==> src/rtl/if_fetch_unit_pkg.sv <==
// Shared definitions for the instruction-fetch stage: fetch FSM states,
// flush value and PC alignment helpers.
package if_fetch_unit_pkg;

  localparam int PC_WIDTH = 32;

  // Value loaded into IR/PC when the output buffer is flushed
  localparam logic [PC_WIDTH-1:0] NOP_INSTR = 32'h0;

  // Instruction addresses are word aligned
  localparam logic [PC_WIDTH-1:0] ADDR_ALIGN_MASK = 32'hFFFF_FFFC;

  // FETCH: request in flight or about to be issued
  // IDLE: buffer full, waiting for ID to take it
  // DISCARD: finishing a request whose data is no longer wanted
  typedef enum logic [1:0] {
    FETCH   = 2'd0,
    IDLE    = 2'd1,
    DISCARD = 2'd2
  } fetch_state_t;

  function automatic logic [PC_WIDTH-1:0] align_pc(input logic [PC_WIDTH-1:0] pc);
    return pc & ADDR_ALIGN_MASK;
  endfunction

endpackage

==> src/rtl/if_fetch_unit_out_buf.sv <==
// One-entry IR/PC/valid holding buffer feeding the IF/ID register.
// Priority: clear (flush) > load (new instruction) > consume (transfer).
module if_out_buf
  import if_fetch_unit_pkg::*;
(
  input  logic                clk_i,
  input  logic                rst_i,
  input  logic                load_en,
  input  logic                clear_en,
  input  logic                consume_en,
  input  logic [PC_WIDTH-1:0] ir_d,
  input  logic [PC_WIDTH-1:0] pc_d,
  output logic                valid,
  output logic [PC_WIDTH-1:0] ir,
  output logic [PC_WIDTH-1:0] pc
);

  logic                valid_reg;
  logic [PC_WIDTH-1:0] ir_reg;
  logic [PC_WIDTH-1:0] pc_reg;

  // Buffer update: flush zeroes everything, a load overwrites, a transfer
  // only drops valid so the last word stays visible for debug.
  always_ff @(posedge clk_i or negedge rst_i) begin
    if (!rst_i) begin
      valid_reg <= 1'b0;
      ir_reg    <= NOP_INSTR;
      pc_reg    <= NOP_INSTR;
    end else if (clear_en) begin
      valid_reg <= 1'b0;
      ir_reg    <= NOP_INSTR;
      pc_reg    <= NOP_INSTR;
    end else if (load_en) begin
      valid_reg <= 1'b1;
      ir_reg    <= ir_d;
      pc_reg    <= pc_d;
    end else if (consume_en) begin
      valid_reg <= 1'b0;
    end
  end

  assign valid = valid_reg;
  assign ir    = ir_reg;
  assign pc    = pc_reg;

endmodule

==> src/rtl/if_fetch_unit.sv <==
// Instruction-fetch stage: owns the PC, runs a single-outstanding-request
// instruction-memory handshake and feeds IF/ID through a one-entry buffer.
// Optional feature: define IF_STALL_CNT_EN to add stall_cnt_o, a free-running
// count of cycles where a valid instruction waits on ID (ready_i low).
module if_fetch_unit
  import if_fetch_unit_pkg::*;
#(
  parameter logic [PC_WIDTH-1:0] RESET_PC = 32'h0000_0000,
  parameter logic [PC_WIDTH-1:0] PC_INC   = 32'd4
) (
  input  logic                clk_i,
  input  logic                rst_i,
  output logic                imem_req_o,
  output logic [PC_WIDTH-1:0] imem_addr_o,
  input  logic                imem_ack_i,
  input  logic [PC_WIDTH-1:0] imem_data_i,
  input  logic                ready_i,
  input  logic                redirect_i,
  input  logic [PC_WIDTH-1:0] redirect_pc_i,
  output logic                valid_o,
  output logic [PC_WIDTH-1:0] IR_o,
  output logic [PC_WIDTH-1:0] PC_o
`ifdef IF_STALL_CNT_EN
  ,
  output logic [31:0]         stall_cnt_o
`endif
);

  fetch_state_t        state_reg;
  logic [PC_WIDTH-1:0] pc_reg;
  logic [PC_WIDTH-1:0] discard_addr_reg;
  logic                run_reg;

  logic                xfer;
  logic                req_fetch;
  logic                ack_fetch;
  logic [PC_WIDTH-1:0] pc_next_seq;
  logic [PC_WIDTH-1:0] redirect_target;

  assign xfer            = valid_o & ready_i;
  assign pc_next_seq     = pc_reg + PC_INC;
  assign redirect_target = align_pc(redirect_pc_i);

  // A new fetch may only be outstanding while the buffer can take its data.
  // run_reg keeps the request low until the first edge after reset release.
  assign req_fetch  = run_reg & (state_reg == FETCH) & (~valid_o | ready_i);
  assign ack_fetch  = req_fetch & imem_ack_i;
  assign imem_req_o = req_fetch | (state_reg == DISCARD);

  // DISCARD must keep presenting the abandoned address until it is acked
  assign imem_addr_o = (state_reg == DISCARD) ? discard_addr_reg : pc_reg;

  // Fetch FSM and PC; redirect overrides every other transition
  always_ff @(posedge clk_i or negedge rst_i) begin
    if (!rst_i) begin
      state_reg        <= FETCH;
      pc_reg           <= RESET_PC;
      discard_addr_reg <= RESET_PC;
      run_reg          <= 1'b0;
    end else begin
      run_reg <= 1'b1;
      case (state_reg)
        FETCH: begin
          if (redirect_i) begin
            pc_reg <= redirect_target;
            if (req_fetch && !imem_ack_i) begin
              state_reg        <= DISCARD;
              discard_addr_reg <= pc_reg;
            end
          end else if (ack_fetch) begin
            pc_reg <= pc_next_seq;
          end else if (run_reg && valid_o && !ready_i) begin
            state_reg <= IDLE;
          end
        end
        IDLE: begin
          if (redirect_i) begin
            pc_reg    <= redirect_target;
            state_reg <= FETCH;
          end else if (xfer) begin
            state_reg <= FETCH;
          end
        end
        DISCARD: begin
          if (redirect_i) begin
            pc_reg <= redirect_target;
          end
          if (imem_ack_i) begin
            state_reg <= FETCH;
          end
        end
        default: state_reg <= FETCH;
      endcase
    end
  end

  if_out_buf u_out_buf (
    .clk_i      (clk_i),
    .rst_i      (rst_i),
    .load_en    (ack_fetch & ~redirect_i),
    .clear_en   (redirect_i),
    .consume_en (xfer),
    .ir_d       (imem_data_i),
    .pc_d       (pc_next_seq),
    .valid      (valid_o),
    .ir         (IR_o),
    .pc         (PC_o)
  );

`ifdef IF_STALL_CNT_EN
  logic [31:0] stall_cnt_reg;

  // Count ID back-pressure cycles; survives redirects, wraps naturally
  always_ff @(posedge clk_i or negedge rst_i) begin
    if (!rst_i) begin
      stall_cnt_reg <= 32'd0;
    end else if (valid_o && !ready_i) begin
      stall_cnt_reg <= stall_cnt_reg + 32'd1;
    end
  end

  assign stall_cnt_o = stall_cnt_reg;
`endif

endmodule

==> config.mk <==
export PLATFORM = sky130hd
export DESIGN_NAME = if_fetch_unit
export DESIGN_NICKNAME = d
export VERILOG_FILES = /design/src/rtl/if_fetch_unit_pkg.sv /design/src/rtl/if_fetch_unit_out_buf.sv /design/src/rtl/if_fetch_unit.sv
export SDC_FILE = /design/constraint.sdc
export NUM_CORES = 1
export LEC_CHECK = 0
export ABC_CLOCK_PERIOD_IN_PS = 3120
export CORE_MARGIN = 3
export CORE_UTILIZATION = 49
export DETAILED_ROUTE_END_ITERATION = 6
export PLACE_DENSITY = 0.88
export SLEW_MARGIN = 20
export SYNTH_ARGS = -nofsm -noshare
export SYNTH_HDL_FRONTEND = slang
export SYNTH_SLANG_ARGS = --single-unit
==> constraint.sdc <==
create_clock -name clk_i -period 3.12 [get_ports clk_i]
set_clock_uncertainty 0.1 [all_clocks]
set_input_delay 0.78 -clock clk_i [delete_from_list [all_inputs] [get_ports clk_i]]
set_output_delay 0.78 -clock clk_i [all_outputs]
set_load 0.05 [all_outputs]
# [After elaboration in Yosys (flattened, before gate mapping)]
# Index checks and enable logic that the tools add are counted.
# W data, S select, Z words.
[totals] reg_bits=132 in_bits=69 output_inout_bits=98 word_cells=59
[op_classes] addsub=1 eq_ne=9 n_mux=20 bitwise_logic=9 reduce_logical=13
[op_table] operator="$mux W32" count=8
[op_table] operator="$pmux W32 S2" count=1
[op_table] operator="$add A32 B3 Y32 const B" count=1
[op_table] operator="$mux W2" count=7
[op_table] operator="$ne A3 B2 Y1 const B" count=3
[op_table] operator="$ne A3 B3 Y1 const B" count=2
[op_table] operator="$pmux W2 S3" count=1
[op_table] operator="$reduce_and A3 Y1" count=2
[op_table] operator="$and A1 B1 Y1" count=5
[op_table] operator="$reduce_and A5 Y1" count=1
[op_table] operator="$reduce_bool A2 Y1" count=2
[op_table] operator="$logic_and A1 B1 Y1" count=3
[op_table] operator="$mux W1" count=3
[op_table] operator="$reduce_bool A3 Y1" count=1
[op_table] operator="$eq A2 B1 Y1 const B" count=1
[op_table] operator="$eq A2 B2 Y1 const B" count=1
[op_table] operator="$logic_not A1 Y1" count=2
[op_table] operator="$logic_not A2 Y1" count=1
[op_table] operator="$ne A2 B1 Y1 const B" count=1
[op_table] operator="$ne A2 B2 Y1 const B" count=1
[op_table] operator="$not A1 Y1" count=2
[op_table] operator="$or A1 B1 Y1" count=2
[op_table] operator="$reduce_or A2 Y1" count=1

# [Longest topological paths before layout]
[depth] depth_word=7 depth_mapped=8 depth_no_buf=7

# [Hierarchy]
# A second synthesis with hierarchy kept.
[hier_totals] cells_unflattened=627 area_unflattened_um2=6678.9
[modules_own_cells] mod="if_fetch_unit" n_inst=1 cells_per_inst=417 area_per_inst_um2=4008.8 seq_area_each_um2=1576.5
[modules_own_cells] mod="if_out_buf" n_inst=1 cells_per_inst=210 area_per_inst_um2=2670.1 seq_area_each_um2=1626.6

# [Worst setup path after synthesis]
# OpenSTA, ideal clock, no wires.
[synth_timing] path_type="flip-flop to output port" start="register state_reg[0]" end="output port imem_addr_o[14]" arrival_time_ns=2.120 required_ns=2.240 slack_ns=0.120 path_stages_with_launch=6 path_buffers=2 cell_sequence="dfrtp_1 -> inv_1 -> ha_1 -> clkbuf_1 -> buf_1 -> o21ai_0"
[synth_between] elab_chain_len=2
[synth_rtl] element="from (decl)" line="if_fetch_unit.sv:29" text="fetch_state_t state_reg;"
[synth_rtl] element="from (signal assigned)" line="if_fetch_unit.sv:56" text="state_reg <= FETCH;"
[synth_rtl] element="from (signal assigned)" line="if_fetch_unit.sv:67" text="state_reg <= DISCARD;"
[synth_rtl] element="from (signal assigned)" line="if_fetch_unit.sv:73" text="state_reg <= IDLE;"
[synth_rtl] element="$eq A2 B2 Y1" line="if_fetch_unit.sv:51" text="assign imem_addr_o = (state_reg == DISCARD) ? discard_addr_reg : pc_reg;"
[synth_rtl] element="$mux W32" line="if_fetch_unit.sv:51"
[synth_rtl] element="to (decl)" line="if_fetch_unit.sv:14" text="output logic [PC_WIDTH-1:0] imem_addr_o,"
# No other way between the ends.

# [Worst setup path in the final report]
[layout_timing] start="register state_reg[0]" end="output port imem_addr_o[9]"
# Same word-level chain as after synthesis.

==> impl_metrics.toml <==
[sta]
finalSetupViolCount = 0
report.final.hold_viol_count = 0
rsz0062_at_grt = "false"
fmax_ghz = 0.330
drv_slew = 0
fin_crit_sh_pct = 97.1
fin_setup_tns_ns = 0
slew_headroom_pct = 50.3
period_needed_ns = 3.03
worst_slew_pin_slew_ns = 0.742

[power_and_ir_drop]
ir_drop_mv = 0.876
total_leakage_power_nw = 3.69
finalPower_mw = 9.88
p_per_area_nw_per_um2 = 1110

[drt]
drc = 0
wl_per_cell_um = 19.8
antenna_left = 0
drt-initial-drc-count = 628
drt-total-wl_um = 18100
vias_per_cell = 5.93
routed-via-count = 5407
first_pass_iters = 6

[final_layout]
final_cell_mix = "130 x clkdlybuf4s50_1, 127 x dfrtp_1, 67 x nand2_1, 57 x mux2_2, 37 x o21ai_0"
final_common_cell = "clkdlybuf4s50_1"
num-nets-final = 806
antennaDiodeCount = 0
num-fill-cells = 813
finalInstanceArea_um2 = 8890
drive_above_1_share_pct = 20.2
syn_to_final_growth_pct = 44.8
largest_reg_flops = 32

[cts]
hold_buffers = 0
cts_tree = "yes"
cts-htree-levels = 4
cts_buffer_depth = 2
postCtsSetupBuffers = 0
clk_latency_ns = 0.41
cts.sinks = 127
cts_buffers = 17
clkTransAtPathRegs_ns = 0.06
ctsResizeCount = 0
clock_tree.root_cell = "clkbuf_16"

[logic_synthesis]
synthXorXnorAreaFrac_pct = 3.99
synth_top_family_by_area = "compound AO/OA/AOI/OAI gates"
synth_edf_count = 0
synth-main-ff-cell = "dfrtp_1"
synth_simple_gate_area_share_pct = 10.7
synthCells = 582
syn_area_per_cell_um2 = 10.5
synthAdderAreaFrac_pct = 1.02
synth_cell_types = 46
ys_ff_latch = 127
synth_area_um2 = 6140
synthMuxAreaShare_pct = 10.6
yosys_warnings = 0
yosysSeqAreaShare_pct = 51.8
synth_compound_area_share_pct = 17.9
async_reset_ff_share_pct = 100

[die]
die_x_um = 118
initial_core_util_pct = 50.7
io_pins = 167
num_rows = 40
dieArea_um2 = 13900
core-area_um2 = 12100
dieHeight_um = 118

[critical_path]
crit_top_cell = "buf_12"
cp.required_ns = 2.24
cp-start-kind = "flip-flop"
cp.arrival_ns = 2.15
critPathMaxStageDelay_ns = 0.42
regToRegEndpoint = "pc_reg[29]$_DFFE_PN0P_"
r2r_slack_ns = 0.73
r2r-start = "pc_reg[15]$_DFFE_PN0P_"
critPathSlowestCell = "dfrtp_1"
critPathKind = "reg -> out"
crit_path_max_fanout = 30
reg2reg_depth = 5
cp_cell_sequence = "inv_1 > ha_1 > buf_12 > mux2_2 > buf_12"
worstSetupEndpointType = "primary output"

[min_path]
hp-class = "in -> async"

[flow_run]
max_cap_violations = 0

[place]
routabilityCongestion = 0.809
dp_hpwl_um = 12400
postPlaceCellArea_um2 = 8280
io_buffers = 162

[global_route]
grt_usage_pct = 26.3
grt_pass1_vias = 5506
antenna_found_initial = 0
use_met3_pct = 5.96
grt_max_degree = 74
grt_use_met1_pct = 33.8
grt-ovfl-total = 0
grt_pass1_wl_um = 29400
use_met2_pct = 43.5
busiest_layer = "met2"

[outcome]
status = "complete, no violations"
## worst max path at each step
stage                 endpoint  slack, ns  cells past startpoint                     start
2_1_floorplan  imem_addr_o[14]       0.12                      5  state_reg[0]$_DFFE_PN0P_
3_3_place_gp        imem_req_o       0.20                      5                   ready_i
3_5_place_dp        imem_req_o       0.13                      5                   ready_i
4_1_cts        imem_addr_o[22]       0.10                      5  state_reg[0]$_DFFE_PN0P_
5_1_grt        imem_addr_o[22]      0.003                      5  state_reg[0]$_DFFE_PN0P_
6_report        imem_addr_o[9]       0.09                      5  state_reg[0]$_DFFE_PN0P_
## critical path: cells and delay by family (launching register included)
kind / cells / cell delay, ns
adders and majority gates: 1 / 0.36
DFF: 1 / 0.42
buffers and inverters: 3 / 0.54
muxes: 1 / 0.41
## where the power goes
part	internal, mW	switching, mW	total, mW
clock	1.31	0.711	2.02
sequential	2.17	0.579	2.75
combinational	2.28	2.83	5.11
total	5.76	4.12	9.88
## cell type report
type / instances / area (µm²) / share of cell area (%)
flip-flops and latches: 127 / 3180 / 35.8
clock buffers: 21 / 470 / 5.29
clock inverters: 10 / 136 / 1.53
inverters: 8 / 30.0 / 0.338
repair buffers: 181 / 2110 / 23.7
well taps: 168 / 210 / 2.36
multi-input cells: 397 / 2750 / 31.0
## metal layers
metal | wire length (µm) | vias to the layer above | part of all wire, %
met3 | 1400 | 41 | 7.7
li1 | - | 2407 | -
met4 | 393 | 0 | 2.2
met5 | 0 | - | 0
met2 | 8920 | 304 | 49
met1 | 7350 | 2655 | 41
## metrics by stage
stage               cells  util [%]  setup slack (ns)  hold slack, ns
floorplan             583         -             0.120           0.375
global placement      881      68.4             0.198           0.363
detailed placement    881      68.4             0.133           0.370
CTS                   912      73.4             0.100           0.241
global route          912      73.4           0.00332           0.262
finish                912      73.4            0.0899           0.236
## logic make-up after synthesis
group           Yosys count
simple gates            139
xor+xnor                 28
compound gates          164
fa+ha+maj                 5
flops                   127
buf+inv                  59
mux                      58
other cells               2
## cells in the mapped netlist (5+ instances only)
cell       instances  share of area [%]
o21ai_0           37                3.0
buf_1              7               0.43
nand2_1           67                4.1
buf_2              5               0.41
inv_1              8               0.49
a2bb2oi_1         20                2.9
nand3_1           16                1.3
mux2_2            57                 10
dfrtp_1          127                 52
a22o_1            35                5.0
xor2_1            18                2.6
nand4_1           13                1.3
nor2_1            18                1.1
o22ai_1           19                1.9
clkbuf_1          35                2.1
xnor2_1           10                1.4
a21oi_1           35                2.9
ha_1               5                1.0
No activity file was read; power rests on OpenSTA's default activity.
